===== src/rtl/cache_pkg.sv =====
// cache_pkg: shared types and width helpers for the data-cache controller.
//   state_e  - controller state encoding (3 bits, every code is a legal state)
//   ctrl_t   - bundle of the single-bit controller outputs
//   beat_w() - beat counter width for a given beats-per-line (minimum 1)
//   idx_w()  - line index width for a given line count (minimum 1)
package cache_pkg;

  typedef enum logic [2:0] {
    StIdle        = 3'd0,
    StCompareTag  = 3'd1,
    StWriteBack   = 3'd2,
    StAllocate    = 3'd3,
    StCacheAccess = 3'd4,
    StMemWrite    = 3'd5,
    StFlushCheck  = 3'd6,
    StFlushWb     = 3'd7
  } state_e;

  typedef struct packed {
    logic cache_rden;
    logic cache_wren;
    logic cache_insel;
    logic mem_rden;
    logic mem_wren;
    logic set_dirty;
    logic set_valid;
    logic replace_tag;
    logic tag_sel;
    logic index_sel;
    logic stall;
    logic flush_done;
  } ctrl_t;

  // A one-beat line still needs a 1-bit beat_idx port.
  function automatic int unsigned beat_w(input int unsigned beats);
    return (beats > 1) ? $clog2(beats) : 1;
  endfunction

  function automatic int unsigned idx_w(input int unsigned lines);
    return (lines > 1) ? $clog2(lines) : 1;
  endfunction

endpackage


===== src/rtl/cache_beat_cnt.sv =====
// cache_beat_cnt: wrap-around beat counter for memory bursts.
//   clk   - clock, rising edge
//   rst   - asynchronous reset, active-low
//   inc   - advance by one beat; wraps to 0 after Count-1
//   clear - force count to 0 (wins over inc)
//   count - current beat
//   last  - count is at Count-1
module cache_beat_cnt #(
  parameter int unsigned Count = 4,
  parameter int unsigned Width = 2
) (
  input  logic             clk,
  input  logic             rst,
  input  logic             inc,
  input  logic             clear,
  output logic [Width-1:0] count,
  output logic             last
);

  localparam logic [Width-1:0] MaxVal = Width'(Count - 1);

  logic [Width-1:0] count_q, count_d;

  assign last  = (count_q == MaxVal);
  assign count = count_q;

  always_comb begin
    count_d = count_q;
    if (clear) begin
      count_d = '0;
    end else if (inc) begin
      count_d = last ? '0 : count_q + 1'b1;
    end
  end

  always_ff @(posedge clk or negedge rst) begin
    if (!rst) begin
      count_q <= '0;
    end else begin
      count_q <= count_d;
    end
  end

endmodule


===== src/rtl/cache_ctrl_fsm_burst.sv =====
// cache_ctrl_fsm_burst: data-cache controller FSM between the load/store unit and the
// cache arrays / memory. Handles hits, dirty write-back and refill bursts, optional
// no-allocate store misses, and a walk over all lines writing back dirty ones.
//   clk, rst          - clock (rising edge), asynchronous active-low reset
//   cpu_rden/wren     - load / store request (store wins if both)
//   flush_req         - level request to write back every dirty line
//   hit, dirty        - tag compare result and dirty bit of the addressed line
//   mem_ack           - one memory beat accepted/returned
//   cache_rden/wren   - array read / write enable
//   cache_insel       - array write data from memory (1) or CPU (0)
//   mem_rden/wren     - memory read / write burst active
//   set_dirty/valid   - tag bits written with replace_tag
//   replace_tag       - tag/valid/dirty write strobe
//   tag_sel           - memory address uses stored victim tag
//   beat_idx          - current beat within a line
//   flush_idx         - line index during flush
//   index_sel         - array index taken from flush_idx
//   stall             - hold the pipeline
//   flush_done        - one-cycle pulse at the end of a flush
module cache_ctrl_fsm_burst
  import cache_pkg::*;
#(
  parameter int unsigned NUM_LINES   = 64,
  parameter int unsigned BEATS       = 4,
  parameter int unsigned WRITE_ALLOC = 1
) (
  input  logic                          clk,
  input  logic                          rst,
  input  logic                          cpu_rden,
  input  logic                          cpu_wren,
  input  logic                          flush_req,
  input  logic                          hit,
  input  logic                          dirty,
  input  logic                          mem_ack,
  output logic                          cache_rden,
  output logic                          cache_wren,
  output logic                          cache_insel,
  output logic                          mem_rden,
  output logic                          mem_wren,
  output logic                          set_dirty,
  output logic                          set_valid,
  output logic                          replace_tag,
  output logic                          tag_sel,
  output logic [beat_w(BEATS)-1:0]      beat_idx,
  output logic [idx_w(NUM_LINES)-1:0]   flush_idx,
  output logic                          index_sel,
  output logic                          stall,
  output logic                          flush_done
);

  localparam int unsigned BeatW = beat_w(BEATS);
  localparam int unsigned IdxW  = idx_w(NUM_LINES);
  localparam logic [IdxW-1:0] LastIdx = IdxW'(NUM_LINES - 1);

  state_e          state_q, state_d;
  logic            rd_q, rd_d;
  logic            wr_q, wr_d;
  logic [IdxW-1:0] flush_idx_q, flush_idx_d;

  logic  cpu_req;
  logic  in_burst;
  logic  burst_ack;
  logic  beat_last;
  logic  beat_done;
  logic  beat_clr;
  logic  flush_last;
  ctrl_t ctrl;

  assign cpu_req    = cpu_rden | cpu_wren;
  // mem_ack only counts as a beat while a burst state owns the memory port.
  assign in_burst   = (state_q == StWriteBack) || (state_q == StAllocate) ||
                      (state_q == StFlushWb);
  assign burst_ack  = in_burst & mem_ack;
  assign beat_done  = burst_ack & beat_last;
  assign beat_clr   = (state_q == StIdle);
  assign flush_last = (flush_idx_q == LastIdx);

  cache_beat_cnt #(
    .Count (BEATS),
    .Width (BeatW)
  ) u_beat_cnt (
    .clk   (clk),
    .rst   (rst),
    .inc   (burst_ack),
    .clear (beat_clr),
    .count (beat_idx),
    .last  (beat_last)
  );

  // State register
  always_ff @(posedge clk or negedge rst) begin
    if (!rst) begin
      state_q     <= StIdle;
      rd_q        <= 1'b0;
      wr_q        <= 1'b0;
      flush_idx_q <= '0;
    end else begin
      state_q     <= state_d;
      rd_q        <= rd_d;
      wr_q        <= wr_d;
      flush_idx_q <= flush_idx_d;
    end
  end

  // Next-state logic
  always_comb begin
    state_d     = state_q;
    rd_d        = rd_q;
    wr_d        = wr_q;
    flush_idx_d = flush_idx_q;
    case (state_q)
      StIdle: begin
        if (flush_req) begin
          state_d     = StFlushCheck;
          flush_idx_d = '0;
        end else if (cpu_req) begin
          state_d = StCompareTag;
          rd_d    = cpu_rden & ~cpu_wren;
          wr_d    = cpu_wren;
        end
      end
      StCompareTag, StCacheAccess: begin
        if ((state_q == StCompareTag) && !hit) begin
          if (wr_q && (WRITE_ALLOC == 0)) begin
            state_d = StMemWrite;
          end else if (dirty) begin
            state_d = StWriteBack;
          end else begin
            state_d = StAllocate;
          end
        end else if (cpu_req) begin
          // Back-to-back request: capture it and compare again next cycle.
          state_d = StCompareTag;
          rd_d    = cpu_rden & ~cpu_wren;
          wr_d    = cpu_wren;
        end else begin
          state_d = StIdle;
        end
      end
      StWriteBack: begin
        if (beat_done) state_d = StAllocate;
      end
      StAllocate: begin
        if (beat_done) state_d = StCacheAccess;
      end
      StMemWrite: begin
        if (mem_ack) state_d = StIdle;
      end
      StFlushCheck: begin
        if (dirty) begin
          state_d = StFlushWb;
        end else if (flush_last) begin
          state_d = StIdle;
        end else begin
          flush_idx_d = flush_idx_q + 1'b1;
        end
      end
      StFlushWb: begin
        if (beat_done) begin
          if (flush_last) begin
            state_d = StIdle;
          end else begin
            // The line just written back is now clean, so move straight on.
            state_d     = StFlushCheck;
            flush_idx_d = flush_idx_q + 1'b1;
          end
        end
      end
      default: state_d = StIdle;
    endcase
  end

  // Output logic
  always_comb begin
    ctrl = '0;
    case (state_q)
      StIdle: ;
      StCompareTag: begin
        if (hit) begin
          ctrl.cache_rden  = rd_q;
          ctrl.cache_wren  = wr_q;
          ctrl.replace_tag = wr_q;
          ctrl.set_dirty   = 1'b1;
          ctrl.set_valid   = 1'b1;
        end else if (wr_q && (WRITE_ALLOC == 0)) begin
          ctrl.stall = 1'b1;
        end else if (dirty) begin
          ctrl.tag_sel = 1'b1;
          ctrl.stall   = 1'b1;
        end else begin
          ctrl.stall       = 1'b1;
          ctrl.replace_tag = 1'b1;
          ctrl.set_valid   = 1'b1;
          ctrl.set_dirty   = wr_q;
        end
      end
      StWriteBack: begin
        ctrl.mem_wren   = 1'b1;
        ctrl.cache_rden = 1'b1;
        ctrl.tag_sel    = 1'b1;
        ctrl.stall      = 1'b1;
      end
      StAllocate: begin
        ctrl.mem_rden    = 1'b1;
        ctrl.cache_insel = 1'b1;
        ctrl.cache_wren  = mem_ack;
        ctrl.stall       = 1'b1;
        if (beat_done) begin
          ctrl.replace_tag = 1'b1;
          ctrl.set_valid   = 1'b1;
          ctrl.set_dirty   = wr_q;
        end
      end
      StCacheAccess: begin
        ctrl.cache_rden = rd_q;
        ctrl.cache_wren = wr_q;
      end
      StMemWrite: begin
        ctrl.mem_wren = 1'b1;
        ctrl.stall    = 1'b1;
      end
      StFlushCheck: begin
        ctrl.index_sel  = 1'b1;
        ctrl.stall      = 1'b1;
        ctrl.flush_done = !dirty && flush_last;
      end
      StFlushWb: begin
        ctrl.mem_wren   = 1'b1;
        ctrl.cache_rden = 1'b1;
        ctrl.tag_sel    = 1'b1;
        ctrl.index_sel  = 1'b1;
        ctrl.stall      = 1'b1;
        if (beat_done) begin
          ctrl.replace_tag = 1'b1;
          ctrl.set_valid   = 1'b1;
          ctrl.flush_done  = flush_last;
        end
      end
      default: ctrl = '0;
    endcase
  end

  assign cache_rden  = ctrl.cache_rden;
  assign cache_wren  = ctrl.cache_wren;
  assign cache_insel = ctrl.cache_insel;
  assign mem_rden    = ctrl.mem_rden;
  assign mem_wren    = ctrl.mem_wren;
  assign set_dirty   = ctrl.set_dirty;
  assign set_valid   = ctrl.set_valid;
  assign replace_tag = ctrl.replace_tag;
  assign tag_sel     = ctrl.tag_sel;
  assign index_sel   = ctrl.index_sel;
  assign stall       = ctrl.stall;
  assign flush_done  = ctrl.flush_done;
  assign flush_idx   = flush_idx_q;

endmodule


===== config.mk =====
export PLATFORM = sky130hd
export DESIGN_NAME = cache_ctrl_fsm_burst
export DESIGN_NICKNAME = d
export VERILOG_FILES = /design/src/rtl/cache_pkg.sv /design/src/rtl/cache_beat_cnt.sv /design/src/rtl/cache_ctrl_fsm_burst.sv
export SDC_FILE = /design/constraint.sdc
export NUM_CORES = 1
export LEC_CHECK = 0
export ABC_AREA = 1
export BUFFER_PORTS_ARGS = -buffer_cell sky130_fd_sc_hd__buf_2
export CAP_MARGIN = 20
export CORE_MARGIN = 3
export CORE_UTILIZATION = 40
export CTS_CLUSTER_DIAMETER = 40
export DETAILED_ROUTE_END_ITERATION = 10
export HOLD_SLACK_MARGIN = 0.03
export PLACE_DENSITY = 0.65
export SYNTH_ARGS = -nofsm -noshare
export SYNTH_HDL_FRONTEND = slang
export SYNTH_SLANG_ARGS = --single-unit

===== constraint.sdc =====
create_clock -name clk -period 1.4 [get_ports clk]
set_clock_uncertainty 0.05 [all_clocks]
set_input_delay 0 -clock clk [delete_from_list [all_inputs] [get_ports clk]]
set_output_delay 0 -clock clk [all_outputs]
set_load 0.01 [all_outputs]

==> impl_results.rst, run 1 <==
.. list-table::
   :header-rows: 1

   * - Metric
     - Value
   * - Clock network latency to the later pin of the worst-skew pair
     - roughly 0.28 ns
   * - Initial DRC count
     - 52
   * - Core outline area
     - between 2000 and 3000 sq um
   * - TritonCTS clock tree
     - built
   * - # IOs
     - 28
   * - All-layer global routing usage
     - 22.5%
   * - Switching share of power
     - about 50%
   * - Proportion of synthesized chip area in sequential cells
     - 29.7%
   * - Violated checks
     - setup timing
   * - Setup TNS
     - -3.08 ns
   * - GR peak layer
     - met2
   * - Fmax achieved
     - about 600 MHz
   * - H-Tree Level Count
     - 1
   * - # setup viols final
     - 22
   * - Setup repair after global routing missed its margin
     - yes
   * - Total Die Area
     - between 3000 and 4000 sq um
   * - Multi-input logic area
     - approximately 870 sq um
   * - Most used standard cell by instance count after synthesis
     - nand2_1
   * - Antenna cell count
     - 0
   * - Growth of design area from synthesis to finish
     - 68.6%
   * - Share of synthesized registers carrying an async set or reset
     - 100%
   * - Floorplan die height
     - between 50 and 60 um
   * - Cell type contributing the most total cell area after synthesis
     - dfrtp_1
   * - Power share of the sequential group
     - about 17%
   * - Final period util
     - 118%
   * - Post-Syn Instances
     - 180
   * - Yosys warnings
     - 0
   * - TritonCTS buffer count
     - 3
   * - Top cells by area, synth
     - dfrtp_1 30%, nand2_1 23%, inv_1 8.6%, nand3_1 8.2%, nor2_1 6.8%
   * - Commonest register cell after synthesis
     - dfrtp_1
   * - Vias per std cell
     - approximately 5.2
   * - Count of max-cap constraint violations
     - 0
   * - Met1 demand-to-capacity share in global routing
     - approximately a quarter
   * - CP Capture Type
     - output port
   * - Overall overflow remaining after global route
     - 0
   * - Net total in the final layout
     - roughly 260
   * - Min-delay worst type
     - in2async
   * - Hold slack
     - 0.0905 ns
   * - Cells along the critical path
     - buf_6 > fa_1 > a21boi_2 > buf_2
   * - Commonest cells post-synth
     - 68 x nand2_1, 25 x inv_1, 20 x nor2_1, 18 x nand3_1, 13 x dfrtp_1
   * - Ratio of cells with drive above 1 in the final layout
     - around 47%
   * - Highest-delay cell along the critical path
     - dfrtp_2
   * - Reg clk slew, reported paths
     - roughly 0.080 ns
   * - Via total after detailed routing
     - 1434
   * - Number of enable-type register cells in the synthesized netlist
     - 0
   * - Clk sinks
     - 13
   * - Number of nets with antenna violations after detailed routing
     - 0
   * - Max rail drop VDD
     - ~0.0013 V
   * - Number of storage elements in the synthesis netlist
     - 13
   * - Time the final worst path needs with I/O delays and setup
     - between 1.5 and 2 ns
   * - Max-slew headroom
     - around 79%
   * - Maximum fanout along the worst path
     - 5
   * - DIE WIDTH
     - 58.3 um
   * - Largest net degree at the start of global routing
     - 14
   * - Number of hold-slack violations in the final timing report
     - 0
   * - Logic gate share of total power
     - between 70% and 80%
   * - Met2 Use GR
     - 39.4%
   * - WL final
     - around 3800 um
   * - Arrival time reported for the critical path endpoint
     - approximately 1.6 ns
   * - Static leakage
     - 1.03 nW
   * - Share of total power in the clock network
     - under 10%
   * - FF-to-FF path depth
     - 8
   * - Total iterations of the first detailed-routing run
     - 6
   * - Number of core rows
     - 18
   * - NetSw
     - ~1.9 mW
   * - Buffer type at the clock tree root
     - clkbuf_4
   * - Global-route wire length before repair
     - ~6000 um
   * - Filler cell count in the final layout
     - ~200
   * - Outcome
     - finished with violations
   * - Initial antenna violation count
     - 0
   * - Max incr delay on CP
     - approximately 0.46 ns
   * - PD cells
     - approximately 2000 nW/um^2
   * - Post-Synthesis Net Count
     - about 190
   * - Number of slew-limit violations in the final report
     - 0
   * - Starting density of the core
     - a little over two fifths
   * - Average detailed-routed wire length per instance
     - around 14 um
   * - Setup slack after layout
     - -0.254 ns
   * - Syn_area_per_cell
     - 6.09 sq um
   * - Number of buffer cells added on primary ports
     - 27
   * - Critical path class
     - reg2out
   * - Estimated wirelength of the detail-placed design
     - 2340 um
   * - Transition time at the pin with the least slew margin
     - 0.316 ns
   * - Max Buffers Root-to-Sink
     - 2
   * - Critical path startpoint category
     - flip-flop
   * - Internal Pwr Total
     - about 1.9 mW
   * - Global placer's final weighted congestion
     - roughly 0.9
   * - Netlist Area Pre-Place
     - around 1100 sq um
   * - Number of distinct library cells after synthesis
     - 24
   * - Post-detailed-route DRC marker count
     - 0
   * - Setup slack after placement
     - -0.102 ns
   * - Number of global-route vias before repair
     - roughly 1.4k
   * - Met3 track utilization from global routing
     - about 4.4%
   * - Top cell type's share of synthesized area
     - approximately 30%
   * - Required time at the worst-slack endpoint
     - between 1 and 1.5 ns
   * - Area occupied by registers
     - approximately 330 sq um
## flip-flops by register name, summed over array words and instances (netlist names)
| register | cells |
|---|---|
| u_beat_cnt.count | 2 |
| flush_idx | 6 |
| rd_q | 1 |
| state_q | 3 |
| wr_q | 1 |
## cells in the final DEF (no fill, tap or decap), types with 3 or more instances in the layout
cell            n
inv_1          20
nand3_1        13
nor2_2          4
nand2_1        55
nand2_4         8
nand2_2         8
clkbuf_4        3
dlygate4sd3_1   3
inv_2           5
dfrtp_2         3
nor2_4          5
buf_4          22
xnor2_1         3
buf_2          25
nand3_4         3
buf_6          12
o21ai_2         3
nor2_1         13
dfrtp_1        10
## through the flow
step | util, % | area [sq um] | cells | total power, mW
2_1_floorplan | - | 1100 | 180 | 1.74
3_3_place_gp | 54.4 | 1390 | 252 | 2.32
3_5_place_dp | 54.4 | 1390 | 252 | 2.36
4_1_cts | 63.2 | 1610 | 268 | 3.02
5_1_grt | 72.6 | 1850 | 274 | 4.07
6_report | 72.6 | 1850 | 274 | 3.75
## final cells by class
type / instances / area share [%]
timing repair buffer: 63 / 25.5
tap: 30 / 2.03
sequential: 13 / 17.8
clock buffer: 4 / 1.42
inverter: 28 / 6.23
multi-input combinational: 136 / 47.1
## power by group through the flow
stage	clock network (mW)	registers, mW	logic, mW
floorplan	0	0.590	1.15
global placement	0	0.617	1.71
detailed placement	0	0.624	1.74
CTS	0.243	0.630	2.14
global route	0.265	0.637	3.17
finish	0.233	0.626	2.89
## kinds of logic after synthesis
group,count (synthesis),synth area share (%)
simple gates,115,43.9
buf+inv,31,11.8
compound gates,15,8.11
flops,13,29.7
xor+xnor,3,2.40
fa+ha+maj,3,4.11
## worst paths after layout
check	startpoint	slack (ns)	endpoint
setup / recovery	state_q[0]	-0.25	cache_rden
hold reg to reg	rd_q	0.45	rd_q
setup reg to reg	state_q[0]	-0.17	state_q[1]
hold / removal	rst	0.09	rd_q
min in group clk	mem_ack	0.14	u_beat_cnt.count[1]
max in group asynchronous	rst	0.95	state_q[1]
## critical path: cells and delay by family (launching register included)
kind                     cells  cell delay, ns
AO/OA/AOI/OAI                1            0.14
buffers and inverters        2            0.27
flip-flops                   1            0.46
adder cells (fa/ha/maj)      1            0.46
## timing repair
| item | in CTS | in global routing |
|---|---|---|
| hold buffers | 3 | 0 |
| setup endpoints to repair | 22 | 24 |
| setup buffers | 9 | 8 |
| hold endpoints to repair | 15 | 0 |
| pin swaps | 11 | 29 |
| resized for setup | 37 | 49 |
## layer usage
metal  routed length [um]  up-vias  share of wire (%)
met1                 1380      660                 36
met3                  210       19                5.5
met2                 2050       60                 54
li1                     -      695                  -
met4                  169        0                4.4
met5                    0        -                  0
No activity file was read; power rests on OpenSTA's default activity.
==> inputs of run 2 (changes only) <==
REMOVE_ABC_BUFFERS = 1   (was unset)
==> impl_results.rst, run 2 (same netlist as run 1, synthesis figures left out) <==
.. list-table::
   :header-rows: 1

   * - Metric
     - Value
   * - Max rail drop VDD
     - 0.00116 V (was 0.00127 V)
   * - Number of nets with antenna violations after detailed routing
     - 0 (unchanged)
   * - Maximum fanout along the worst path
     - 7 (was 5)
   * - Via total after detailed routing
     - 1382 (was 1434)
   * - H-Tree Level Count
     - 1 (unchanged)
   * - Time the final worst path needs with I/O delays and setup
     - 1.63 ns (was 1.65 ns)
   * - Max incr delay on CP
     - 0.50 ns (was 0.46 ns)
   * - Antenna cell count
     - 0 (unchanged)
   * - Share of total power in the clock network
     - 7.4% (was 6.2%)
   * - FF-to-FF path depth
     - 10 (was 8)
   * - Setup slack after layout
     - -0.226 ns (was -0.254 ns)
   * - Setup TNS
     - -2.99 ns (was -3.08 ns)
   * - Met1 demand-to-capacity share in global routing
     - 26.1% (was 25.0%)
   * - Number of core rows
     - 18 (unchanged)
   * - WP depth
     - 10 (was 4)
   * - Transition time at the pin with the least slew margin
     - 0.358 ns (was 0.316 ns)
   * - Max-slew headroom
     - 75.9% (was 79.0%)
   * - Number of flip-flops in the largest register
     - 6 (unchanged)
   * - Met3 track utilization from global routing
     - 3.29% (was 4.39%)
   * - Static leakage
     - 0.995 nW (was 1.03 nW)
   * - Core outline area
     - 2540 sq um (unchanged)
   * - Required time at the worst-slack endpoint
     - 1.57 ns (was 1.35 ns)
   * - Count of placed standard cells in the final layout, fillers left out
     - 271 (was 274)
   * - # setup viols final
     - 21 (was 22)
   * - Final period util
     - 116% (was 118%)
   * - Number of hold-slack violations in the final timing report
     - 0 (unchanged)
   * - Number of slew-limit violations in the final report
     - 0 (unchanged)
   * - WL final
     - 3730 um (was 3810 um)
   * - Net total in the final layout
     - 253 (was 256)
   * - Outcome
     - finished with violations (unchanged)
   * - Setup repair after global routing missed its margin
     - yes (unchanged)
   * - Clk sinks
     - 13 (unchanged)
   * - Largest net degree at the start of global routing
     - 14 (unchanged)
   * - Overall overflow remaining after global route
     - 0 (unchanged)
   * - Switching share of power
     - 50.8% (was 49.6%)
   * - Initial antenna violation count
     - 0 (unchanged)
   * - Number of buffer cells added on primary ports
     - 27 (unchanged)
   * - TritonCTS buffer count
     - 3 (unchanged)
   * - All-layer global routing usage
     - 21.1% (was 22.5%)
   * - Cells along the critical path
     - buf_6 > inv_6 > nor2_4 > nand3_2 > buf_4 > nand3_1 > nand2_1 > nand2_1 > nand2_1 > nand2_1 (was buf_6 > fa_1 > a21boi_2 > buf_2)
   * - Max Buffers Root-to-Sink
     - 2 (unchanged)
   * - Category of cells accounting for the largest share of critical-path delay
     - simple AND/OR/NAND/NOR gates (was flip-flops)
   * - Starting density of the core
     - 43.1% (unchanged)
   * - Count of placed standard cells including taps
     - 253 (was 252)
   * - Total iterations of the first detailed-routing run
     - 8 (was 6)
   * - Met2 Use GR
     - 35.1% (was 39.4%)
   * - CP Capture Type
     - flip-flop (was output port)
   * - PD cells
     - 1940 nW/um^2 (was 2030 nW/um^2)
   * - Global placer's final weighted congestion
     - 0.950 (was 0.890)
   * - Logic gate share of total power
     - 73.3% (was 77.1%)
   * - Vias per std cell
     - 5.10 (was 5.23)
   * - Reg clk slew, reported paths
     - 0.09 ns (was 0.08 ns)
   * - Number of global-route vias before repair
     - 1327 (was 1362)
   * - Count of max-cap constraint violations
     - 0 (unchanged)
   * - TritonCTS clock tree
     - built (unchanged)
   * - Buffer type at the clock tree root
     - clkbuf_4 (unchanged)
   * - Growth of design area from synthesis to finish
     - 58.9% (was 68.6%)
   * - Fmax achieved
     - 615 MHz (was 605 MHz)
   * - Setup slack after placement
     - -0.111 ns (was -0.102 ns)
   * - Total Die Area
     - 3400 sq um (unchanged)
   * - Ratio of cells with drive above 1 in the final layout
     - 46.1% (was 47.1%)
   * - Leading cell type in the layout, fill and taps excluded
     - nand2_1 (unchanged)
   * - Average detailed-routed wire length per instance
     - 13.8 um (was 13.9 um)
   * - Violated checks
     - setup timing (unchanged)
   * - Estimated wirelength of the detail-placed design
     - 2370 um (was 2340 um)
   * - Min-delay worst type
     - in2async (unchanged)
   * - Internal Pwr Total
     - 1.66 mW (was 1.89 mW)
   * - Global-route wire length before repair
     - 5580 um (was 5930 um)
   * - NetSw
     - 1.71 mW (was 1.86 mW)
   * - Initial DRC count
     - 87 (was 52)
   * - Power share of the sequential group
     - 19.3% (was 16.7%)
   * - # IOs
     - 28 (unchanged)
   * - GR peak layer
     - met2 (unchanged)
   * - Floorplan die height
     - 58.3 um (unchanged)
   * - Critical path class
     - reg2reg (was reg2out)
   * - Post-detailed-route DRC marker count
     - 0 (unchanged)
   * - Clock network latency to the later pin of the worst-skew pair
     - 0.28 ns (about the same)
   * - Highest-delay cell along the critical path
     - dfrtp_2 (unchanged)
   * - Critical path startpoint category
     - flip-flop (unchanged)
   * - Commonest cells after routing, fill and taps aside
     - 57 x nand2_1, 26 x buf_2, 24 x buf_4 (was 55 x nand2_1, 25 x buf_2, 22 x buf_4)
   * - Arrival time reported for the critical path endpoint
     - 1.79 ns (was 1.60 ns)
   * - DIE WIDTH
     - 58.3 um (unchanged)
   * - Top cell by count, worst path
     - nand2_1
   * - Sum of buffers and inverters on the critical path
     - 3 (was 2)
## run 2: changes by cell type in the layout (fill, tap and decap cells not counted), moves of 3 or more
cell / change
nand2_2: +3
buf_6: -5
nand3_2: +3
nand2_4: -5
## run 2: metrics by stage
stage,hold slack [ns],power [mW],utilization [%],cell area (sq um)
finish,0.0883,3.37,68.4,1740
global route,0.112,3.65,68.4,1740
CTS,0.0915,2.92,62.5,1590
detailed placement,-0.136,2.33,54.5,1390
global placement,-0.141,2.31,54.5,1390
floorplan,-0.346,1.69,-,1070
## run 2: cell type report
type / instances / area (sq um)
multi-input combinational: 136 / 810
sequential: 13 / 329
tap: 30 / 37.5
clock buffer: 4 / 26.3
timing repair buffer: 60 / 419
fill: 208 / 803
inverter: 28 / 120
## run 2: worst paths after layout
kind	startpoint	slack (ns)	endpoint
max in group asynchronous	rst	0.95	state_q[1]
setup reg to reg	state_q[0]	-0.23	state_q[1]
min in group clk	mem_ack	0.13	state_q[1]
setup / recovery	state_q[0]	-0.23	state_q[1]
hold / removal	rst	0.09	flush_idx[5]
hold reg to reg	rd_q	0.47	rd_q
## run 2: layer usage
metal | routed length, um | vias to the layer above
met1 | 1600 | 649
met3 | 159 | 8
met5 | 0 | -
met2 | 1910 | 45
li1 | - | 680
met4 | 61 | 0
## run 2: what timing repair did
item,CTS,global route
hold buffers,3,0
pin swaps,11,19
setup buffers,9,2
setup endpoints to repair,22,23
resized for setup,29,41
endpoints found under the hold margin,15,0
gates cloned,0,0
## run 2: power by group through the flow
stage | registers [mW] | clock network, mW | logic (mW)
final | 0.650 | 0.250 | 2.47
after global routing | 0.669 | 0.272 | 2.71
after CTS | 0.618 | 0.255 | 2.05
after detailed placement | 0.626 | 0 | 1.70
after global placement | 0.621 | 0 | 1.69
after floorplan | 0.626 | 0 | 1.06
